===== src/rtl/decoder_pkg.sv =====
// Shared widths, FSM state type and code-to-strobe helper for the strobe decoder.
package decoder_pkg;

   localparam int unsigned CODE_W   = 4;
   localparam int unsigned ONEHOT_W = 16;
   localparam int unsigned CNT_W    = 8;

   typedef enum logic [1:0] {
      IDLE,
      DRIVE,
      GAP
   } strobe_state_t;

   // Binary code to one-hot select line.
   function automatic logic [ONEHOT_W-1:0] onehot16(input logic [CODE_W-1:0] code);
      return ONEHOT_W'(1) << code;
   endfunction

endpackage


===== src/rtl/decoder_4_by_16_strobe_counter.sv =====
// strobe_counter: 8-bit load/decrement counter with a zero flag.
// Ports:
//   clk, rst      clock and synchronous active-high reset
//   load          load load_val this cycle (has priority over dec)
//   load_val      value to load
//   dec           decrement by one; saturates at zero
//   zero_c        combinational flag, counter value is zero
module strobe_counter
   import decoder_pkg::*;
(
   input  logic             clk,
   input  logic             rst,
   input  logic             load,
   input  logic [CNT_W-1:0] load_val,
   input  logic             dec,
   output logic             zero_c
);

   logic [CNT_W-1:0] cnt_q;
   logic [CNT_W-1:0] cnt_d;

   // Next count; the zero guard keeps the count from ever wrapping.
   always_comb begin
      cnt_d = cnt_q;
      if (load) begin
         cnt_d = load_val;
      end else if (dec && (cnt_q != '0)) begin
         cnt_d = cnt_q - CNT_W'(1);
      end
   end

   always_ff @(posedge clk) begin
      if (rst) begin
         cnt_q <= '0;
      end else begin
         cnt_q <= cnt_d;
      end
   end

   assign zero_c = (cnt_q == '0);

endmodule


===== src/rtl/decoder_4_by_16_strobe.sv =====
// decoder_4_by_16_strobe: registered 4-to-16 one-hot decoder with valid/ready
// input. Each accepted code drives a one-hot strobe for PULSE_LEN cycles,
// followed by GAP_LEN all-zero cycles before the next code can be accepted.
// Ports:
//   clk, rst     clock and synchronous active-high reset
//   in_valid     data_in holds a code
//   in_ready     code can be accepted this cycle (state and flush only)
//   data_in      4-bit binary code
//   flush        abort current strobe/gap, return to IDLE
//   data_out     registered one-hot strobe
//   out_valid    high exactly while data_out is non-zero
//   busy         FSM is not in IDLE
module decoder_4_by_16_strobe
   import decoder_pkg::*;
#(
   parameter int unsigned PULSE_LEN = 1,
   parameter int unsigned GAP_LEN   = 1
) (
   input  logic                clk,
   input  logic                rst,
   input  logic                in_valid,
   output logic                in_ready,
   input  logic [CODE_W-1:0]   data_in,
   input  logic                flush,
   output logic [ONEHOT_W-1:0] data_out,
   output logic                out_valid,
   output logic                busy
);

   localparam logic [CNT_W-1:0] PULSE_LOAD = CNT_W'(PULSE_LEN - 1);
   localparam logic [CNT_W-1:0] GAP_LOAD   = CNT_W'(GAP_LEN - 1);
   localparam logic             HAS_GAP    = (GAP_LEN > 0);

   strobe_state_t         state_q, state_d;
   logic [ONEHOT_W-1:0]   data_out_q, data_out_d;
   logic                  out_valid_q, out_valid_d;
   logic                  cnt_load, cnt_dec, cnt_zero_c;
   logic [CNT_W-1:0]      cnt_load_val;

   strobe_counter u_counter (
      .clk      (clk),
      .rst      (rst),
      .load     (cnt_load),
      .load_val (cnt_load_val),
      .dec      (cnt_dec),
      .zero_c   (cnt_zero_c)
   );

   // Next-state and strobe register inputs.
   always_comb begin
      state_d      = state_q;
      data_out_d   = data_out_q;
      out_valid_d  = out_valid_q;
      cnt_load     = 1'b0;
      cnt_load_val = '0;
      cnt_dec      = 1'b0;

      unique case (state_q)
         IDLE: begin
            // flush blocks acceptance, so transfer == in_valid & ~flush here.
            if (in_valid && !flush) begin
               data_out_d   = onehot16(data_in);
               out_valid_d  = 1'b1;
               cnt_load     = 1'b1;
               cnt_load_val = PULSE_LOAD;
               state_d      = DRIVE;
            end
         end
         DRIVE: begin
            if (flush) begin
               data_out_d  = '0;
               out_valid_d = 1'b0;
               cnt_load    = 1'b1;
               state_d     = IDLE;
            end else if (cnt_zero_c) begin
               data_out_d  = '0;
               out_valid_d = 1'b0;
               if (HAS_GAP) begin
                  cnt_load     = 1'b1;
                  cnt_load_val = GAP_LOAD;
                  state_d      = GAP;
               end else begin
                  state_d = IDLE;
               end
            end else begin
               cnt_dec = 1'b1;
            end
         end
         GAP: begin
            if (flush) begin
               cnt_load = 1'b1;
               state_d  = IDLE;
            end else if (cnt_zero_c) begin
               state_d = IDLE;
            end else begin
               cnt_dec = 1'b1;
            end
         end
         default: begin
            state_d = IDLE;
         end
      endcase
   end

   always_ff @(posedge clk) begin
      if (rst) begin
         state_q     <= IDLE;
         data_out_q  <= '0;
         out_valid_q <= 1'b0;
      end else begin
         state_q     <= state_d;
         data_out_q  <= data_out_d;
         out_valid_q <= out_valid_d;
      end
   end

   assign in_ready  = (state_q == IDLE) && !flush;
   assign busy      = (state_q != IDLE);
   assign data_out  = data_out_q;
   assign out_valid = out_valid_q;

endmodule

===== config.mk =====
export PLATFORM = sky130hd
export DESIGN_NAME = decoder_4_by_16_strobe
export DESIGN_NICKNAME = d
export VERILOG_FILES = /design/src/rtl/decoder_pkg.sv /design/src/rtl/decoder_4_by_16_strobe_counter.sv /design/src/rtl/decoder_4_by_16_strobe.sv
export SDC_FILE = /design/constraint.sdc
export NUM_CORES = 1
export LEC_CHECK = 0
export CAP_MARGIN = 40
export CELL_PAD_IN_SITES_DETAIL_PLACEMENT = 1
export CELL_PAD_IN_SITES_GLOBAL_PLACEMENT = 1
export CORE_MARGIN = 5
export CORE_UTILIZATION = 34
export CTS_CLUSTER_DIAMETER = 80
export DETAILED_ROUTE_END_ITERATION = 16
export PLACE_DENSITY_LB_ADDON = 0.2
export SYNTH_ARGS = -nofsm -noshare
export SYNTH_HDL_FRONTEND = slang
export SYNTH_HIERARCHICAL = 1
export SYNTH_SLANG_ARGS = --single-unit

===== constraint.sdc =====
create_clock -name clk -period 2.5 [get_ports clk]
set_input_delay 0.5 -clock clk [delete_from_list [all_inputs] [get_ports clk]]
set_output_delay 0.5 -clock clk [all_outputs]
set_load 0.05 [all_outputs]

; Yosys cells after proc, flatten, opt, wreduce, memory -nomap -nowiden
; Index checks and enable logic that the tools add are counted.
[op_classes]
reduce_logical = 13
addsub = 1
shift = 1
n_eq_ne = 5
n_mux = 22
[op_table]
columns = operator, n
row1 = 2-to-1 mux 16 bit, 3
row2 = case mux 16 bit (2 select lines), 1
row3 = "left shift 1 x 4 -> 16 bit, first input constant", 1
row4 = 2-to-1 mux 1 bit, 10
row5 = 2-to-1 mux 2 bit, 5
row6 = logical NOT 8 bit, 1
row7 = nonzero test 8 bit, 1
row8 = "subtractor 8 x 1 -> 8 bit, second input constant", 1
row9 = "inequality test 3 bit, second input constant", 2
row10 = case mux 2 bit (3 select lines), 1
row11 = AND reduction 3 bit, 2
row12 = nonzero test 2 bit, 2
row13 = OR reduction 2 bit, 2
row14 = logical AND 1 bit, 3
row15 = case mux 1 bit (3 select lines), 1
row16 = "equality test 2 x 1 -> 1 bit, second input constant", 1
row17 = "equality test 2 bit, second input constant", 1
row18 = logical NOT 2 bit, 1
row19 = "inequality test 2 bit, second input constant", 1
row20 = case mux 1 bit (2 select lines), 1
row21 = logical NOT 1 bit, 1
[word_totals]
reg_bits = 27
in_bits = 8
wordCells = 46
output_inout_bits = 19

; Longest topological paths before layout
; Gate-level depths: netlist of the first run.
[depth]
depth_word = 5
ltp_mapped = 11
depth_no_buf = 10

; Modules after synthesis
; Netlist of the first run, hierarchy kept.
[modules_own_cells]
columns = module, seq_area_each_um2, n_inst, area_each_um2, cells_each
row1 = decoder_4_by_16_strobe, 380.4, 1, 938.4, 111
row2 = strobe_counter, 160.2, 1, 515.5, 59

; Least setup slack after synthesis of the first run
; Ideal clock, no wire load.
[synth_path]
path_kind = register to register
startpoint = register u_counter.cnt_q[2]
endpoint = register u_counter.cnt_q[1]
slack_ns = 0.053
setup_time_ns = 0.134
stages_incl_launch_ff = 10
t_arrival_ns = 2.313
path_buffers = 1
cell_sequence = dfxtp_1 > or4_4 > nor4_1 > a21o_1 > nand2_1 > a21oi_1 > clkbuf_1 > clkinv_1 > nand4b_1 > o211ai_1
[synth_via]
elab_chain_cells = 5
word_cells_on_any_way = 10
classes_between = 6 x mux / 4 x reduce/logical
[synth_lines]
columns = element, line_no
row1 = "start, declared", decoder_4_by_16_strobe_counter.sv:19  ; logic [CNT_W-1:0] cnt_q;
row2 = "start signal, assigned", decoder_4_by_16_strobe_counter.sv:36  ; cnt_q <= cnt_d;
row3 = logical NOT 8 bit, decoder_4_by_16_strobe_counter.sv:40  ; assign zero_c = (cnt_q == '0);
row4 = named net cnt_zero_c, decoder_4_by_16_strobe.sv:37  ; logic cnt_load, cnt_dec, cnt_zero_c;
row5 = 2-to-1 mux 1 bit, decoder_4_by_16_strobe.sv:75  ; end else if (cnt_zero_c) begin
row6 = 2-to-1 mux 1 bit, decoder_4_by_16_strobe.sv:70  ; if (flush) begin
row7 = case mux 1 bit (3 select lines), decoder_4_by_16_strobe.sv:58  ; unique case (state_q)
row8 = named net cnt_load, decoder_4_by_16_strobe.sv:37
row9 = OR reduction 2 bit (no line), -
; The timed path passes the listed nets, and every way through them passes these cells.
; A chain may end at the register's enable or synchronous reset.

; Worst setup path in the final report of the first run
[layout_path]
startpoint = register u_counter.cnt_q[3]
endpoint = register u_counter.cnt_q[2]
; Same word-level chain as after synthesis.

==> metrics.md, run 1 <==
| Metric | Value |
|---|---|
| Compound-Gate Fraction of Synth Area | `0.184` |
| Area share of the largest cell type after synthesis | `0.372` |
| Worst VDD drop | `about 0.33 mV` |
| Die area | `0.00568 sq mm` |
| Mapped Area | `roughly 0.0015 sq mm` |
| Ports | `27` |
| Clock Tree Root | `clkbuf_8` |
| Synth cell types | `44` |
| Number of nets in the layout | `approximately 220` |
| Yosys warning total | `6` |
| Hold_buf cts | `0` |
| Seq/Total Area, Yosys | `0.372` |
| Die height | `75.4 um` |
| CP Class | `flop to flop` |
| Worst-Skew Late Latency | `roughly 0.27 ns` |
| Slew HR | `0.608` |
| Max-cap violation count | `0` |
| Vias per inst | `5.15` |
| Mux cell area share after synthesis | `0.0207` |
| Fmax | `~430 MHz` |
| PortBufs | `26` |
| Syn avg cell area | `8.55 sq um` |
| Fin crit period | `~2.3 ns` |
| Global-route track usage on met3 | `0.0211` |
| GR Layer Usage met2 | `0.269` |
| Largest family of logic cells by synthesized area | `simple AND/OR/NAND/NOR gates` |
| Adder-Cell Fraction of Synth Area | `0.0602` |
| Largest fanout on the critical path | `10` |
| H-tree levels | `1` |
| Primary FF master, synth | `dfxtp_1` |
| Setup crit end kind | `flop` |
| First-pass GRT wire length | `6.60 mm` |
| Gr busiest metal | `met2` |
| Power per cell area | `slightly above 800 mW/mm^2` |
| RSZ-0062 raised after global routing | `no` |
| DR vias | `1,313` |
| Largest net degree at the start of global routing | `29` |
| Post-CTS setup buffers | `0` |
| CP arrival | `2.49 ns` |
| Post-layout total power | `1.51 mW` |
| DRT iter0 DRCs | `79` |
| Antenna-violating nets left | `0` |
| Num CTS Buffers | `3` |
| Worst Max-Slew Pin Slew | `0.589 ns` |
| Post-DR wirelength/cell | `14.9 um` |
| Largest buffer count on any clock path | `2` |
| Synthesized netlist cell count | `170` |
| Final Hold Fails | `0` |
| Post-Route WL | `3.81 mm` |
| Post-Route Setup TNS | `0 ns` |
| Gpl congestion | `0.812` |
| #FFs+latches synth | `27` |
| Initial core utilization | `0.356` |
| Largest area contributor in the netlist | `dfxtp_1` |
| N_diodes | `0` |
| Post-Synth Simple-Gate Area | `0.283` |
| Initial antenna violation count | `0` |
| Pins over their slew limit | `0` |
| Grt total ovfl | `0` |
| Die Wd | `75.4 um` |
| Hold Path Class | `flop to flop` |
| Main area contributors after synthesis | `dfxtp_1 37%, a21oi_1 7.9%, ha_1 6.0%` |
| Number of global-route vias before repair | `1,407` |
| Clk_skew | `0.00464 ns` |
| CTS tree | `done` |
| All-layer global routing usage | `0.151` |
| HPWL after DPL | `2.96 mm` |
| CTS Sinks | `27` |
| Status | `complete, no violations` |
| EDFF count, synth | `0` |
| Leakage | `0.677 nW` |
| Site Rows | `23` |
| Reg clk slew, reported paths | `0.09 ns` |
| Core ar. | `0.00409 sq mm` |
| Finish-stage setup viols | `0` |
| Critical path startpoint category | `flop` |
| Layout cells sized above 1 | `0.141` |
| # DRC | `0` |
| Router iterations before antenna repair | `4` |
| Ys async rst share | `0` |
| GR met1 Demand/Resource | `0.183` |
| Final period util | `0.933` |
| CP required | `2.65 ns` |
| Area growth, synth to finish | `27.9%` |
| Synth Area in XOR/XNOR | `0.0181` |
registers in the layout, indices dropped and copies added (netlist names):
signal           cells
state_q              2
data_out            16
u_counter/cnt_q      8
out_valid            1
path summary, 6_finish.rpt:
| kind | cells past startpoint | slack, ns | endpoint | start |
|---|---|---|---|---|
| max | 9 | 0.17 | u_counter/cnt_q[2]$_SDFFE_PP0P_ | u_counter/cnt_q[3]$_SDFFE_PP0P_ |
| min | 2 | 0.46 | data_out[3]$_SDFFE_PP0P_ | data_out[3]$_SDFFE_PP0P_ |
| max reg2reg | 9 | 0.17 | u_counter/cnt_q[2]$_SDFFE_PP0P_ | u_counter/cnt_q[3]$_SDFFE_PP0P_ |
| min reg2reg | 2 | 0.46 | data_out[3]$_SDFFE_PP0P_ | data_out[3]$_SDFFE_PP0P_ |
logic make-up after synthesis:
kind of cell	after synthesis
other	1
AO/OA/AOI/OAI	39
XOR/XNOR	3
buffers and inverters	16
flip-flops	27
AND/OR/NAND/NOR	74
multiplexers	3
adder cells (fa/ha/maj)	7
area by class of cell:
class	count	area (sq um)
clock inverter	1	5.00
sequential	27	541
timing repair buffer	32	313
clock buffer	3	41.3
multi-input combinational	134	867
inverter	8	30.0
fill	486	2230
tap	50	62.6
metal layers:
| metal | part of all wire | wire length [um] |
|---|---|---|
| met1 | 0.46 | 1740 |
| met2 | 0.49 | 1880 |
| met3 | 0.031 | 117 |
| met4 | 0.017 | 63 |
| met5 | 0 | 0 |
stage by stage:
step	hold WS (ns)	instance area, sq um	util	setup WS (ns)	cells
3_5_place_dp	0.450	1800	0.440	0.00311	251
2_1_floorplan	0.480	1480	-	0.0533	177
3_3_place_gp	0.440	1800	0.440	0.0974	251
6_report	0.457	1860	0.455	0.168	255
4_1_cts	0.463	1850	0.453	0.106	255
5_1_grt	0.484	1860	0.455	0.0383	255
power by group:
group | internal [mW] | switching (mW)
clock | 0.112 | 0.139
combinational | 0.283 | 0.445
sequential | 0.483 | 0.0516
cells in the mapped netlist (3+ instances only):
master and n:
buf_6 3, dfxtp_1 27, nor3b_1 5, nor2_1 13
xnor2_1 3, inv_1 7, nor2b_1 3, ha_1 7
nand4_1 4, mux2i_1 3, o21ai_0 3, nand3_1 12
nand2_1 19, a21oi_1 23
critical path: stages (launching register included):
cell and delay [ns]:
dfxtp_1 0.34, or4_4 0.57, nor4_2 0.31, a21o_1 0.17
nand2_1 0.06, a21oi_1 0.23, buf_4 0.22, nor3b_1 0.08
a21oi_1 0.14, a21oi_1 0.10
placed cells by master, fill, tap and decap left out, types with 4 or more instances in the layout:
| cell type | count |
|---|---|
| a21oi_1 | 23 |
| buf_4 | 7 |
| clkdlybuf4s50_1 | 24 |
| conb_1 | 8 |
| dfxtp_1 | 27 |
| ha_1 | 7 |
| inv_1 | 7 |
| nand2_1 | 19 |
| nand3_1 | 12 |
| nand4_1 | 4 |
| nor2_1 | 13 |
| nor3b_1 | 5 |
timing repair:
item,in CTS,in global routing
resized for setup,1,3
setup endpoints to repair,1,4
hold endpoints to repair,0,0
(Power assumes the default switching activity.)
==> run 2: changes to the inputs <==
- CORE_UTILIZATION: 34 -> 38
- clock period: 2.5 -> 2.3 ns (I/O delays scaled with it)
==> metrics.md, run 2 (synthesis gave the netlist of run 1 again) <==
| Metric | Value |
|---|---|
| Final Util | `0.537` |
| Core ar. | `0.00369 sq mm` |
| Die Wd | `71.9 um` |
| CP required | `2.46 ns` |
| Critical path startpoint category | `flop` |
| Finish-stage setup viols | `0` |
| CP max stage cell | `or3b_4` |
| Hold path startpoint | `data_out[4]$_SDFFE_PP0P_` |
| Area growth, synth to finish | `36.3%` |
| Layout cells sized above 1 | `0.214` |
| Router iterations before antenna repair | `4` |
| Clk_skew | `0.00411 ns` |
| CP arrival | `~2.4 ns` |
| Post-DR wirelength/cell | `16.1 um` |
| Status | `complete, no violations` |
| Hold slack | `roughly 0.45 ns` |
| Site Rows | `22` |
| Setup crit end kind | `flop` |
| # DRC | `0` |
| Power per cell area | `928 mW/mm^2` |
| Ports | `27` |
| Leakage | `0.728 nW` |
| Antenna-violating nets left | `0` |
| Clock power frac | `0.149` |
| Number of global-route vias before repair | `between 1k and 1.5k` |
| Max-cap violation count | `0` |
| Die area | `0.00516 sq mm` |
| Fin crit period | `2.19 ns` |
| Comb pwr share | `0.530` |
| Most common cell after layout, fill and taps aside | `dfxtp_1` |
| Register share of total power | `0.320` |
| Reg2Reg Setup Slack | `around 0.11 ns` |
| Largest buffer count on any clock path | `2` |
| Pins over their slew limit | `0` |
| Most frequent cells in the layout | `25 x dfxtp_1, 24 x clkdlybuf4s50_1, 22 x a21oi_1, 19 x nand2_1, 17 x buf_4` |
| HPWL after DPL | `3.06 mm` |
| Worst r2r path cells | `10` |
| Slowest stage delay, CP | `0.40 ns` |
| Gpl congestion | `0.853` |
| Die height | `71.9 um` |
| Hold Path Class | `flop to flop` |
| DR vias | `1,410` |
| Fill count | `roughly 470` |
| N_diodes | `0` |
| Slew HR | `0.579` |
| Hold_buf cts | `0` |
| CTS Sinks | `27` |
| First-pass GRT wire length | `6.80 mm` |
| PortBufs | `26` |
| R2r startpoint | `u_counter/cnt_q[0]$_SDFFE_PP0P_` |
| Worst-Skew Late Latency | `0.27 ns` |
| Worst Max-Slew Pin Slew | `0.631 ns` |
| DRT iter0 DRCs | `72` |
| Post-Route Setup TNS | `0 ns` |
| Largest fanout on the critical path | `3` |
| CTS tree | `done` |
| Net Switching | `0.779 mW` |
| H-tree levels | `1` |
| Dpl cells | `257` |
| Worst VDD drop | `~0.48 mV` |
| Initial core utilization | `0.394` |
| Int Power | `between 1 and 1.5 mW` |
| Dpl ws | `-0.183 ns` |
| CP cell instances | `inv_1 -> ha_2 -> inv_2 -> nor4_4 -> nor2_1 -> and2_4 -> or3b_4 -> nor3_4 -> mux2i_1 -> a211oi_2` |
| Reg clk slew, reported paths | `~0.090 ns` |
| Initial antenna violation count | `0` |
| Fmax | `approximately 460 MHz` |
| CP Class | `flop to flop` |
| Fin worst setup slack | `~0.11 ns` |
| Largest net degree at the start of global routing | `29` |
| Post-route cell area | `approximately 0.0020 sq mm` |
| Reg-to-reg critical path endpoint | `u_counter/cnt_q[7]$_SDFFE_PP0P_` |
| Number of nets in the layout | `231` |
| Largest register FFs | `16` |
| Vias per inst | `5.36` |
| Final Hold Fails | `0` |
| Post-layout total power | `1.84 mW` |
| Area after DPL | `around 0.0019 sq mm` |
| Final period util | `0.953` |
| Num CTS Buffers | `3` |
| Post-route insts no fill | `263` |
| Clock Tree Root | `clkbuf_8` |
| Destination of the worst hold path | `data_out[4]$_SDFFE_PP0P_` |
| Post-Route WL | `4.24 mm` |
| All-layer global routing usage | `0.165` |
| Grt total ovfl | `0` |
| WHS Path Cells | `2` |
| Sw frac | `0.424` |
[run 2: cell types whose count changed in the layout (fill, tap and decap cells not counted), sizes merged]
| cell | change |
|---|---|
| buf | +10 |
| clkbuf | +1 |
| inv | -1 |
[run 2: worst max-delay path: cells and delay by family (launching register included)]
kind            cells  cell delay, ns
buf+inv             2            0.16
flops               1            0.36
mux                 1            0.27
fa+ha+maj           1            0.20
simple gates        5            0.96
compound gates      1            0.11
[run 2: power groups by stage]
| stage | registers (mW) | logic (mW) | clock network (mW) |
|---|---|---|---|
| floorplan | 0.621 | 0.581 | 0 |
| global placement | 0.587 | 0.828 | 0 |
| detailed placement | 0.590 | 0.869 | 0 |
| CTS | 0.583 | 0.915 | 0.280 |
| global route | 0.599 | 1.04 | 0.302 |
| finish | 0.589 | 0.975 | 0.275 |
[run 2: worst max-delay path by stage]
stage	from	to	slack, ns	cells after the start
global route	u_counter/cnt_q[2]$_SDFFE_PP0P_	u_counter/cnt_q[1]$_SDFFE_PP0P_	-0.004	8
finish	u_counter/cnt_q[0]$_SDFFE_PP0P_	u_counter/cnt_q[7]$_SDFFE_PP0P_	0.11	10
detailed placement	flush	u_counter/cnt_q[7]$_SDFFE_PP0P_	-0.18	7
floorplan	u_counter/cnt_q[2]$_SDFFE_PP0P_	u_counter/cnt_q[1]$_SDFFE_PP0P_	0.04	9
CTS	u_counter/cnt_q[2]$_SDFFE_PP0P_	state_q[0]$_SDFFE_PP0P_	0.02	8
global placement	flush	u_counter/cnt_q[7]$_SDFFE_PP0P_	-0.003	7
[run 2: timing repair]
action	4_1_cts	5_1_grt
pin swaps	3	2
resized for setup	6	9
hold endpoints to repair	0	0
endpoints found under the setup margin	7	10
buffers inserted	2	0
[run 2: final cells by class]
| cell class | count | area (sq um) | area share |
|---|---|---|---|
| Timing Repair Buffer | 42 | 388 | 0.196 |
| Sequential cell | 27 | 543 | 0.274 |
| Multi-Input combinational cell | 134 | 915 | 0.461 |
| Clock buffer | 4 | 45.0 | 0.0227 |
| Tap cell | 48 | 60.1 | 0.0303 |
| Inverter | 8 | 31.3 | 0.0158 |
[run 2: per-layer routing]
metal / routed length, um / vias up / GRT usage
li1: - / 681 / -
met1: 1860 / 688 / 0.209
met2: 2160 / 31 / 0.286
met3: 139 / 10 / 0.0281
met4: 82 / 0 / 0.0459
met5: 0 / - / 0
==> patch 1: new RTL, flow settings as in run 2 <==
Re-encode `strobe_state_t` (3 states) as one-hot, 3 bits wide.
--- a/src/rtl/decoder_pkg.sv
+++ b/src/rtl/decoder_pkg.sv
@@ -7,6 +7,6 @@
 
-   typedef enum logic [1:0] {
-      IDLE,
-      DRIVE,
-      GAP
+   typedef enum logic [2:0] {
+      IDLE  = 3'b001,
+      DRIVE = 3'b010,
+      GAP   = 3'b100
    } strobe_state_t;
Behaviour: no difference found for any inputs over 10 cycles, from zero or initial values and one cycle with rst high; not proved beyond that.
==> patch 1 against run 2 <==
The run now ends with negative setup slack left. Fmax fell by 5.0%. Critical path depth stayed put. Cell area rose by 7.8%. Sequential cell count up 1. Wire length up 5.2%. Worst setup slack worse by 0.11 ns. Synthesized area fell by 1.9%. Die area fell by 1.6%. Critical path type unchanged. Highest routed layer unchanged.
Power is not compared: it rests on default switching activity, and its combinational part moved more than twofold at a synthesized area within 25%.
==> patch 1: results (changes against run 2) <==
Status
  • Status: complete, but fails checks
  • Failing checks: negative setup slack

Min path
  • Hold Crit Endpoint: data_out[9]$_SDFFE_PP0P_
  • Hold_sp: data_out[9]$_SDFFE_PP0P_
  • Count of cells along the worst hold path: 1 (-1)

Setup path
  • Launch instance of the worst register-to-register path: u_counter/cnt_q[2]$_SDFFE_PP0P_
  • Highest net fanout along the worst path: 7 (+4)
  • Arr. time, crit path: 2.52 ns (+0.17 ns)

Placed design
  • Instance count after placement with tap cells included: 241 (-6.2%)
  • DP Area: 1940 um2 (+4.0%)
  • GPL Wtd Cong: 0.844 (-1.1%)
  • Setup slack at placement: -0.274 ns (-0.0912 ns)

STA
  • Post-route worst setup slack: -0.00675 ns (-0.115 ns)
  • Number of setup violations in the final report: 1 (+1)
  • Total Negative Setup Slacks: -0.00675 ns (-0.00675 ns)
  • Final hold slack: 0.478 ns (+0.0236 ns)
  • Slew margin rel.: 59.5% (+1.6 points)

Synth
  • Commonest cells post-synth: 28 x sky130_fd_sc_hd__dfxtp_1, 12 x sky130_fd_sc_hd__a22o_1, 11 x sky130_fd_sc_hd__nor2_1
  • Parity-gate share of the synthesized area counting xor and xnor cells: 2.46% (+0.65 points)
  • Post-synthesis cell count: 143 (-16%)
  • Cell variety after synth: 49 (+11%)
  • Sequential area share after synthesis: 39.3% (+2.1 points)
  • Multiplexer fraction of the synthesized cell area: 0.702% (-1.4 points)
  • Number of flip-flops and latches in the synthesized netlist: 28 (+3.7%)
  • Top area cells in the synthesized netlist: sky130_fd_sc_hd__dfxtp_1 39%, sky130_fd_sc_hd__a22o_1 7.4%, sky130_fd_sc_hd__buf_6 3.2%

Final layout
  • Fraction of final layout cells with drive strength greater than 1: 34.1% (+13 points)
  • Register area: 566 um2 (+4.1%)
  • Total area of multi-input combinational cells: 886 um2 (-3.1%)
  • Non-clock inverter count in the final layout: 9 (+1)
  • Number of non-clock buffers in the layout: 58 (+38%)
  • Final non-clock buffer share: 24.1% (+4.5 points)
  • Fill cell total of the finished layout: 409 (-13%)
  • Syn-to-layout area delta: 49.8%
  • Multi-input combinational gate total: 106 (-21%)

Detailed routing
  • Iter 0 DRT Violations: 48 (-33%)
  • Routed vias: 1,358 (-3.7%)

Pwr
  • Total power: 1250 uW

Clocking
  • Gates resized, CTS repair: 3 (-3)
## patch 1: cell types whose count changed after synthesis, moves of 4 or more
| cell | delta |
|---|---|
| sky130_fd_sc_hd__a21oi_1 | -16 |
| sky130_fd_sc_hd__a22o_1 | +11 |
| sky130_fd_sc_hd__a32o_1 | +4 |
| sky130_fd_sc_hd__ha_1 | -5 |
| sky130_fd_sc_hd__nand2_1 | -14 |
| sky130_fd_sc_hd__nand3_1 | -11 |
| sky130_fd_sc_hd__nand4_1 | -4 |
## patch 1: critical path, cell delays in order, from the launching register on
cell	delay (ns)
sky130_fd_sc_hd__dfxtp_2	0.33
sky130_fd_sc_hd__or4_4	0.56
sky130_fd_sc_hd__nor4_4	0.22
sky130_fd_sc_hd__buf_4	0.19
sky130_fd_sc_hd__nor2_4	0.05
sky130_fd_sc_hd__o22ai_4	0.17
sky130_fd_sc_hd__nand2_2	0.09
sky130_fd_sc_hd__o41ai_4	0.12
sky130_fd_sc_hd__clkinv_2	0.14
sky130_fd_sc_hd__buf_6	0.17
sky130_fd_sc_hd__a211oi_2	0.20
## patch 1: power by group
group	total, uW	switching (uW)	internal [uW]	leakage, uW
logic	330	182	148	0.000567
registers	525	21.1	503	0.000229
clock network	393	160	233	0.0000357
## patch 1: layer usage
| metal | part of all wire (%) | up-vias | routed length (um) | track usage (%) |
|---|---|---|---|---|
| met5 | 0 | - | 0 | 0 |
| met2 | 51 | 24 | 2270 | 31.9 |
| met3 | 3.1 | 8 | 137 | 3.37 |
| met4 | 1.9 | 0 | 85 | 5.85 |
| met1 | 44 | 669 | 1970 | 22.9 |
| li1 | - | 657 | - | - |
## patch 1: worst max-delay path by stage
stage / endpoint / start / slack, ns / depth (start not counted)
floorplan: u_counter/cnt_q[7]$_SDFFE_PP0P_ / u_counter/cnt_q[0]$_SDFFE_PP0P_ / -0.03 / 9
global placement: u_counter/cnt_q[1]$_SDFFE_PP0P_ / flush / -0.15 / 8
detailed placement: u_counter/cnt_q[1]$_SDFFE_PP0P_ / flush / -0.27 / 8
CTS: u_counter/cnt_q[0]$_SDFFE_PP0P_ / u_counter/cnt_q[5]$_SDFFE_PP0P_ / 0.001 / 9
global route: u_counter/cnt_q[7]$_SDFFE_PP0P_ / u_counter/cnt_q[2]$_SDFFE_PP0P_ / -0.15 / 10
finish: u_counter/cnt_q[7]$_SDFFE_PP0P_ / u_counter/cnt_q[2]$_SDFFE_PP0P_ / -0.007 / 10
## patch 1: logic make-up (layout without fill, tap and decap cells)
logic type | count (synthesis) | after routing
fa+ha+maj | 2 | 2
compound gates | 42 | 42
flops | 28 | 28
simple gates | 49 | 49
mux | 1 | 1
buf+inv | 16 | 71
other cells | 1 | 8
xor+xnor | 4 | 4
==> patch 2: new RTL, settings of run 2 <==
Made on the original files. Set the package constant `CODE_W` to 6 (it was 4).
--- a/src/rtl/decoder_pkg.sv
+++ b/src/rtl/decoder_pkg.sv
@@ -3,3 +3,3 @@
 
-   localparam int unsigned CODE_W   = 4;
+   localparam int unsigned CODE_W   = 6;
    localparam int unsigned ONEHOT_W = 16;
Interface: changed (resized data_in); port bits go from 27 to 29. No check against the original RTL was run, so the function may have changed too.
==> patch 2 against run 2 <==
Final cell count down 7.2%. Sequential share of layout area increased by 0.21 points. Wire length is 11% lower. Power down 17%. First-iteration DRC count down 58%. Cell area decreased by 0.76%. Hold slack better by 0.015 ns. Worst setup slack worse by 0.042 ns. Non-clock buffer count grew 4. Sequential cell count did not move. Synthesized area decreased by 3.9%. Critical endpoint is now u_counter/cnt_q[1]$_SDFFE_PP0P_. Highest routed layer unchanged.
==> patch 2: results (changes against run 2) <==
Setup path
  • Reg-to-reg endpoint: u_counter/cnt_q[1]$_SDFFE_PP0P_
  • Arr. time, crit path: 2.40 ns (+0.05 ns)
  • Cell with the largest stage delay on the worst path: sky130_fd_sc_hd__or4_4
  • Maximum cell stage delay along the critical path: 0.56 ns (+0.16 ns)
  • Reg-to-reg setup timing slack: 0.07 ns (-0.04 ns)
  • Launch instance of the worst register-to-register path: u_counter/cnt_q[2]$_SDFFE_PP0P_

Global routing
  • Number of global-route vias before repair: 1,389 (-1.9%)
  • Global-route wire length before repair: 6510 um (-4.2%)
  • All-layer global routing usage: 16.0% (-0.50 points)
  • Pin count of the biggest net entering global routing: 18 (-38%)

Synth
  • Cell variety after synth: 46 (+4.5%)
  • Commonest cells post-synth: 27 x sky130_fd_sc_hd__dfxtp_1, 13 x sky130_fd_sc_hd__nor2_1, 12 x sky130_fd_sc_hd__inv_1, 12 x sky130_fd_sc_hd__o2bb2ai_1, 7 x sky130_fd_sc_hd__ha_1
  • Compound-gate portion of the synthesized area: 25.0% (+6.6 points)
  • Syn. warnings: 6 (unchanged)
  • Parity-gate share of the synthesized area counting xor and xnor cells: 1.88% (+0.073 points)
  • Sequential area share after synthesis: 38.7% (+1.5 points)
  • Adder-Cell Fraction of Synth Area: 6.27% (+0.24 points)
  • Multiplexer fraction of the synthesized cell area: 2.15% (+0.083 points)
  • Top area cells in the synthesized netlist: sky130_fd_sc_hd__dfxtp_1 39%, sky130_fd_sc_hd__o2bb2ai_1 7.5%, sky130_fd_sc_hd__ha_1 6.3%

Placed design
  • HPWL after detailed placement: 2930 um (-4.4%)
  • Total of buffers placed on input and output ports: 28 (+7.7%)

Clocking
  • Gates resized, CTS repair: 3 (-3)
  • Clk pin slew, worst setup/hold paths: 0.11 ns (+0.02 ns)
  • Buffers inserted by post-CTS timing repair: 0 (-2)

Min path
  • Hold Crit Endpoint: data_out[8]$_SDFFE_PP0P_
  • Hold_sp: data_out[8]$_SDFFE_PP0P_
  • Count of cells along the worst hold path: 1 (-1)

STA
  • Final hold slack: 0.470 ns (+0.0148 ns)
  • Final Skew: 0.00685 ns (+0.00274 ns)
  • Slew margin rel.: 66.1% (+8.2 points)

Status
  • Status: finished clean

Detailed routing
  • Post-detailed-route via-to-cell ratio: 5.09 (-5.0%)
  • Drt drc: 0 (unchanged)

Final layout
  • Nets@finish: 214 (-7.4%)

Pwr
  • Leakage component of the power: 0.000765 uW (+5.1%)
  • Internal Dissipation: 940 uW (-11%)
[patch 2: per-stage QoR]
step	cells	TNS, ns	instance area [um2]	setup slack [ns]
floorplan	150	0	1440	0.0291
global route	244	-0.101	1970	-0.0366
finish	244	0	1970	0.0662
CTS	244	0	1960	0.0289
global placement	240	-0.228	1900	-0.0754
detailed placement	240	-0.562	1900	-0.154
[patch 2: worst max-delay path, delay by kind of cell, from the launching register on]
kind / cells / cell delay [ns]
buffers and inverters: 3 / 0.40
flip-flops: 1 / 0.33
AND/OR/NAND/NOR: 3 / 0.89
AO/OA/AOI/OAI: 3 / 0.48
[patch 2: layout make-up]
cell class,instances,area [um2]
well taps,48,60.1
clock buffers,3,41.3
fillers,424,1640
repair buffers,46,423
inverters,13,48.8
multi-input cells,106,842
flip-flops and latches,27,543
clock inverters,1,8.76
[patch 2: per-layer routing]
metal | share of wire, % | vias to the layer above | global-route usage (%)
li1 | - | 623 | -
met1 | 43 | 590 | 18.2
met2 | 52 | 24 | 29.2
met3 | 3.5 | 6 | 4.40
met4 | 1.3 | 0 | 4.38
met5 | 0 | - | 0
[patch 2: cell families (layout without fill, tap and decap cells)]
| logic type | Yosys count | in the layout |
|---|---|---|
| multiplexers | 3 | 3 |
| buffers and inverters | 17 | 63 |
| AND/OR/NAND/NOR | 44 | 44 |
| flip-flops | 27 | 27 |
| AO/OA/AOI/OAI | 41 | 41 |
| XOR/XNOR | 3 | 3 |
| other | 1 | 8 |
| adder cells (fa/ha/maj) | 7 | 7 |
[patch 2: power groups by stage]
stage               Clock, uW  Sequential (uW)  Combinational [uW]
detailed placement          0              560                 645
CTS                       311              551                 654
global route              338              561                 722
finish                    298              554                 666
floorplan                   0              567                 400
global placement            0              555                 624
